**src/rtl/fault_pkg.sv**
```systemverilog
// Shared definitions for the fault detector / fault response path:
// status codes, response FSM states and the event-log record layout.
package fault_pkg;

  typedef enum logic [1:0] {
    ST_NORMAL   = 2'd0,
    ST_WARNING  = 2'd1,
    ST_FAULT    = 2'd2,
    ST_SHUTDOWN = 2'd3
  } status_t;

  typedef enum logic [2:0] {
    RS_RUN      = 3'd0,
    RS_DERATE   = 3'd1,
    RS_TRIP     = 3'd2,
    RS_COOLDOWN = 3'd3,
    RS_LOCKOUT  = 3'd4
  } resp_state_t;

  localparam int TS_W     = 8;
  localparam int TRIP_W   = 4;
  localparam int EVT_W    = 2 + 2 + TS_W;

  localparam logic [TRIP_W-1:0] TRIP_MAX = '1;

  typedef struct packed {
    status_t           prev;
    status_t           curr;
    logic [TS_W-1:0]   ts;
  } evt_rec_t;

  function automatic logic [TRIP_W-1:0] trip_inc_sat(input logic [TRIP_W-1:0] v);
    return (v == TRIP_MAX) ? v : v + 1'b1;
  endfunction

endpackage

```
**src/rtl/fault_event_fifo.sv**
```systemverilog
// First-word-fall-through FIFO with a registered head/valid and a sticky
// overflow flag; a push while full is dropped unless a pop frees a slot.
module fault_event_fifo #(
  parameter int DATA_W = 12,
  parameter int DEPTH  = 4
) (
  input  logic              clk,
  input  logic              reset,
  input  logic              push,
  input  logic [DATA_W-1:0] push_data,
  input  logic              pop,
  output logic [DATA_W-1:0] head,
  output logic              valid,
  output logic              overflow
);

  localparam int AW = (DEPTH > 1) ? $clog2(DEPTH) : 1;
  localparam logic [AW:0] FULL_COUNT = (AW+1)'(DEPTH);

  logic [DATA_W-1:0] mem [DEPTH];
  logic [AW-1:0]     wr_ptr;
  logic [AW-1:0]     rd_ptr;
  logic [AW-1:0]     rd_ptr_n;
  logic [AW:0]       count;
  logic [AW:0]       count_n;
  logic              full;
  logic              empty;
  logic              pop_ok;
  logic              push_ok;
  logic              drop;
  logic [DATA_W-1:0] head_n;

  assign empty    = (count == '0);
  assign full     = (count == FULL_COUNT);
  // Popping an empty FIFO is ignored, so an empty push+pop never bypasses.
  assign pop_ok   = pop && !empty;
  assign push_ok  = push && (!full || pop_ok);
  assign drop     = push && full && !pop_ok;
  assign rd_ptr_n = pop_ok ? rd_ptr + 1'b1 : rd_ptr;
  assign count_n  = count + (AW+1)'(push_ok) - (AW+1)'(pop_ok);

  // The next head is the word being written when it lands in the head slot.
  always_comb begin
    head_n = mem[rd_ptr_n];
    if (push_ok && (wr_ptr == rd_ptr_n)) begin
      head_n = push_data;
    end
  end

  always_ff @(posedge clk) begin
    if (push_ok) begin
      mem[wr_ptr] <= push_data;
    end
  end

  always_ff @(posedge clk or posedge reset) begin
    if (reset) begin
      wr_ptr   <= '0;
      rd_ptr   <= '0;
      count    <= '0;
      head     <= '0;
      valid    <= 1'b0;
      overflow <= 1'b0;
    end else begin
      if (push_ok) begin
        wr_ptr <= wr_ptr + 1'b1;
      end
      rd_ptr <= rd_ptr_n;
      count  <= count_n;
      head   <= head_n;
      valid  <= (count_n != '0);
      if (drop) begin
        overflow <= 1'b1;
      end
    end
  end

endmodule

```
**src/rtl/fault_response_ctrl.sv**
```systemverilog
// Turns detector status into gate/derate/alarm actions with a trip,
// cool-down and retry-limited lockout sequence, and logs status changes.
module fault_response_ctrl
  import fault_pkg::*;
#(
  parameter int COOLDOWN_CYCLES = 16,
  parameter int RETRY_LIMIT     = 3,
  parameter int LOG_DEPTH       = 4
) (
  input  logic              clk,
  input  logic              reset,
  input  logic [1:0]        status_in,
  input  logic              clear_req,
  output logic              gate_en,
  output logic              derate,
  output logic              alarm,
  output logic [TRIP_W-1:0] trip_cnt,
  output logic              evt_valid,
  input  logic              evt_ready,
  output logic [EVT_W-1:0]  evt_data,
  output logic              evt_overflow
);

  localparam int CD_W = (COOLDOWN_CYCLES > 1) ? $clog2(COOLDOWN_CYCLES) : 1;
  localparam logic [CD_W-1:0]   CD_LOAD   = CD_W'(COOLDOWN_CYCLES - 1);
  localparam logic [TRIP_W-1:0] RETRY_LIM = TRIP_W'(RETRY_LIMIT);

  status_t           status;
  status_t           status_q;
  resp_state_t       state_q;
  resp_state_t       state_n;
  logic [CD_W-1:0]   cd_cnt;
  logic [TS_W-1:0]   ts;
  logic              trip_entry;
  logic              evt_push;
  evt_rec_t          evt_rec;

  assign status = status_t'(status_in);

  always_comb begin
    state_n = state_q;
    case (state_q)
      RS_RUN: begin
        case (status)
          ST_WARNING:  state_n = RS_DERATE;
          ST_FAULT:    state_n = RS_TRIP;
          ST_SHUTDOWN: state_n = RS_LOCKOUT;
          default:     state_n = RS_RUN;
        endcase
      end
      RS_DERATE: begin
        case (status)
          ST_NORMAL:   state_n = RS_RUN;
          ST_FAULT:    state_n = RS_TRIP;
          ST_SHUTDOWN: state_n = RS_LOCKOUT;
          default:     state_n = RS_DERATE;
        endcase
      end
      RS_TRIP: begin
        if (status == ST_SHUTDOWN) begin
          state_n = RS_LOCKOUT;
        end else if (status == ST_NORMAL) begin
          state_n = (trip_cnt >= RETRY_LIM) ? RS_LOCKOUT : RS_COOLDOWN;
        end
      end
      RS_COOLDOWN: begin
        case (status)
          ST_SHUTDOWN: state_n = RS_LOCKOUT;
          ST_WARNING,
          ST_FAULT:    state_n = RS_TRIP;
          default:     state_n = (cd_cnt == '0) ? RS_RUN : RS_COOLDOWN;
        endcase
      end
      RS_LOCKOUT: begin
        if (clear_req && (status == ST_NORMAL)) begin
          state_n = RS_RUN;
        end
      end
      default: state_n = RS_RUN;
    endcase
  end

  // A re-trip from COOLDOWN counts the same as a fresh trip from RUN/DERATE.
  assign trip_entry = (state_n == RS_TRIP) && (state_q != RS_TRIP);

  always_ff @(posedge clk or posedge reset) begin
    if (reset) begin
      state_q  <= RS_RUN;
      gate_en  <= 1'b0;
      derate   <= 1'b0;
      alarm    <= 1'b0;
      trip_cnt <= '0;
      cd_cnt   <= '0;
      ts       <= '0;
      status_q <= ST_NORMAL;
    end else begin
      state_q  <= state_n;
      gate_en  <= (state_n == RS_RUN) || (state_n == RS_DERATE);
      derate   <= (state_n == RS_DERATE);
      alarm    <= (state_n == RS_LOCKOUT);
      ts       <= ts + 1'b1;
      status_q <= status;

      if (trip_entry) begin
        trip_cnt <= trip_inc_sat(trip_cnt);
      end else if ((state_q == RS_LOCKOUT) && (state_n == RS_RUN)) begin
        trip_cnt <= '0;
      end

      if ((state_q == RS_TRIP) && (state_n == RS_COOLDOWN)) begin
        cd_cnt <= CD_LOAD;
      end else if ((state_q == RS_COOLDOWN) && (state_n == RS_COOLDOWN)) begin
        cd_cnt <= cd_cnt - 1'b1;
      end
    end
  end

  assign evt_push     = (status != status_q);
  assign evt_rec.prev = status_q;
  assign evt_rec.curr = status;
  assign evt_rec.ts   = ts;

  fault_event_fifo #(
    .DATA_W (EVT_W),
    .DEPTH  (LOG_DEPTH)
  ) u_event_fifo (
    .clk       (clk),
    .reset     (reset),
    .push      (evt_push),
    .push_data (evt_rec),
    .pop       (evt_ready),
    .head      (evt_data),
    .valid     (evt_valid),
    .overflow  (evt_overflow)
  );

endmodule

```
**config.mk**
```make
export PLATFORM = sky130hd
export DESIGN_NAME = fault_response_ctrl
export DESIGN_NICKNAME = d
export VERILOG_FILES = /design/src/rtl/fault_pkg.sv /design/src/rtl/fault_event_fifo.sv /design/src/rtl/fault_response_ctrl.sv
export SDC_FILE = /design/constraint.sdc
export NUM_CORES = 1
export LEC_CHECK = 0
export CAP_MARGIN = 15
export CORE_MARGIN = 2
export CORE_UTILIZATION = 55
export CTS_CLUSTER_DIAMETER = 50
export DETAILED_ROUTE_END_ITERATION = 16
export DONT_BUFFER_PORTS = 1
export PLACE_DENSITY = 0.72
export SLEW_MARGIN = 10
export SYNTH_ARGS = -nofsm -noshare
export SYNTH_HDL_FRONTEND = slang
export SYNTH_HIERARCHICAL = 1
export SYNTH_SLANG_ARGS = --single-unit
```
**constraint.sdc**
```tcl
create_clock -name clk -period 3.4 [get_ports clk]
set_input_delay 0.68 -clock clk [delete_from_list [all_inputs] [get_ports clk]]
set_output_delay 0.68 -clock clk [all_outputs]
set_load 0.05 [all_outputs]
```
==> metrics <==
vias in the first global route=around 2900; syn avg cell area=12.5 um2; cells on worst reg2reg path=6; Peak Freq=386 MHz; largest net degree at the start of global routing=57; sw frac=around 42%; starting density of the core=between 50% and 60%; run status=finished, final reports clean; crit path launch=u_event_fifo/count[1]; Tmin final=2.59 ns; area of the multi-input gates=1970 um2; Final WS setup=a little over 0.8 ns; post-synth top area cell=edfxtp_1; clock power share=14.8%; CTS tree=yes; commonest non-fill, non-tap cell in the layout=edfxtp_1; crit path DAT=2.82 ns; Post-CTS Resized=0; post-route antenna net violation count=0; gr ovfl total=0; Die Ht=96.9 um; Final TNS setup=0 ns; MaxCap Viol Count=0; via/cell ratio=5.99; WL/cell=17.4 um; share of cells above drive strength 1=15.4%; Hold Crit Start=status_in[1]; I/O Buffers=0; TritonCTS Sinks=93; synth top area cells=edfxtp_1, dfrtp_1, o21ai_0, ha_1, nand3b_1; most frequent cells in the layout=edfxtp_1, dfrtp_1, o21ai_0, nand3b_1, nor2_1; global-route wire length before repair=roughly 14000 um; final hold violation count=0; TritonCTS buffer count=9; critical path data required time=around 3.6 ns; CP top delay family=compound AO/OA/AOI/OAI gates; WP buf/inv=1; Vias=2883; worst-case clock buffer depth=2; IR drop worst, VDD=0.443 mV; total die area=~9400 um2; Worst Tran Pin Value=0.945 ns; drt first pass iters=4; Levels on crit path=6; combinational power share=between 30% and 40%; Post-Synthesis Net Count=between 400 and 500; total placed cells including tap cells=465; Final Setup Violations=0; post-CTS setup repair buffer count=0; post-route insts no fill=about 480; nature of the critical path endpoint=flip-flop; Filler Cell Count=635; Total Power=4700 uW; WL final=8350 um; clk_skew=0.0110 ns; antenna violations before repair=0; crit-path cells=o31ai_4 -> buf_4 -> xnor2_1 -> and3_4 -> o21ai_4 -> mux2_1; H-tree depth=3; Critical Setup Path Class=reg -> reg; Hold-fix buffers, CTS=0; final-stage net count=392; Cells after Synth=380; RSZ-0062 raised after global routing=false; worst hold path cell count=0; synthesized flop and latch total=93; I/O pin total=27; die width=roughly 97 um; Slew Viols, Final=0; 1st-iter DRT viols=between 150 and 200; worst r2r src=u_event_fifo/count[1]; library cells used by synthesis=60; Seq/Total Area, Yosys=54.1%; pwr dens=947 nW/um2; root buf cell=clkbuf_8; total track usage=18.9%; FF/Latch Area=2570 um2; # rows=33; Hold WS=0.355 ns; GPL Wtd Cong=0.802; Synth top area share=30.4%; share of power burned in registers=between 40% and 50%; relative slew slack=between 30% and 40%; later-pin clock latency in the skew report=0.35 ns; Int Pwr=2720 uW; Core Area=8300 um2; Worst Hold Class=in -> reg; CP startpoint kind=flip-flop; CP peak stage delay=0.56 ns; worst slack, placed=0.640 ns; maximum fanout along the worst path=28; Mapped Area=4740 um2; Critical-path top delay cell=o21ai_4; DRC violations left=0; Lkg Pwr=0.00192 uW; dpl hpwl=5420 um; diode count=0; period utilization=76.2%; P_sw=1970 uW; Synth warnings=6; Area Overhead vs Synth=4.54%; clock slew at reported path FFs=approximately 0.080 ns
## final timing paths
path / end / slack (ns)
max: u_event_fifo/head[0] / 0.81
min: status_q[1] / 0.35
max reg2reg: u_event_fifo/head[0] / 0.81
min reg2reg: cd_cnt[1] / 0.53
max in group asynchronous: u_event_fifo/rd_ptr[1] / 2.41
min in group asynchronous: u_event_fifo/head[8] / 0.39
## flip-flops by register name (all words and copies together) (netlist names)
name / count
alarm: 1
cd_cnt: 4
derate: 1
gate_en: 1
state_q: 3
status_q: 2
trip_cnt: 4
ts: 8
u_event_fifo/count: 3
u_event_fifo/head: 12
u_event_fifo/mem: 48
u_event_fifo/overflow: 1
u_event_fifo/rd_ptr: 2
u_event_fifo/valid: 1
u_event_fifo/wr_ptr: 2
## layer usage
metal	vias up	part of all wire, %	routed length, um	GRT usage (%)
li1	1392	-	-	-
met1	1446	45	3730	23.8
met2	37	51	4290	32.1
met3	8	3.2	266	3.25
met4	0	0.84	70	8.13
met5	-	0	0	0
## final cells by class
| cell class | instances | share of cell area, % |
|---|---|---|
| clock buffers | 13 | 3.43 |
| clock inverters | 3 | 0.379 |
| inverters | 17 | 1.44 |
| multi-input cells | 246 | 39.7 |
| flip-flops and latches | 93 | 51.8 |
| well taps | 105 | 2.65 |
| repair buffers | 4 | 0.606 |
## cells by family after synthesis
logic type | after synthesis | synth area share (%)
and+or+nand+nor | 97 | 12.5
DFF | 93 | 54.1
AOI/OAI and AO/OA | 81 | 12.6
buffers and inverters | 41 | 4.38
muxes | 37 | 9.34
xor gates and xnor gates | 16 | 2.95
adders and majority gates | 15 | 4.12
## synth_stat cells (all sizes together)
library cell,count
o21ai,37
nor4b,5
o41ai,1
a211o,1
nor2b,2
or4,1
nand2,12
a32o,2
o22a,1
a21o,2
edfxtp,48
xor2,2
a32oi,1
and3,4
nor2,22
o311a,1
mux2i,12
or3,2
nand2b,2
dfrtp,45
nor3,4
a211oi,6
mux2,25
buf,12
a22o,1
inv,17
nand3,8
ha,14
a221oi,12
nand3b,22
clkbuf,12
nand4b,2
nor4,1
o211ai,2
fa,1
nor3b,2
or2b,2
and2,6
xnor2,14
o31ai,13
a21bo,1
## through the flow
step / util, % / cell area, um2
6_report: 59.7 / 4960
5_1_grt: 59.7 / 4960
4_1_cts: 59.7 / 4960
3_5_place_dp: 57.5 / 4770
3_3_place_gp: 57.5 / 4770
2_1_floorplan: - / 4740
## power by group through the flow
stage | clock, uW | sequential [uW] | combinational [uW]
2_1_floorplan | 0 | 2150 | 1590
3_3_place_gp | 0 | 2300 | 1670
3_5_place_dp | 0 | 2320 | 1730
4_1_cts | 721 | 2290 | 1730
5_1_grt | 758 | 2340 | 1910
6_report | 693 | 2280 | 1720
Power figures use the tool's default switching activity.
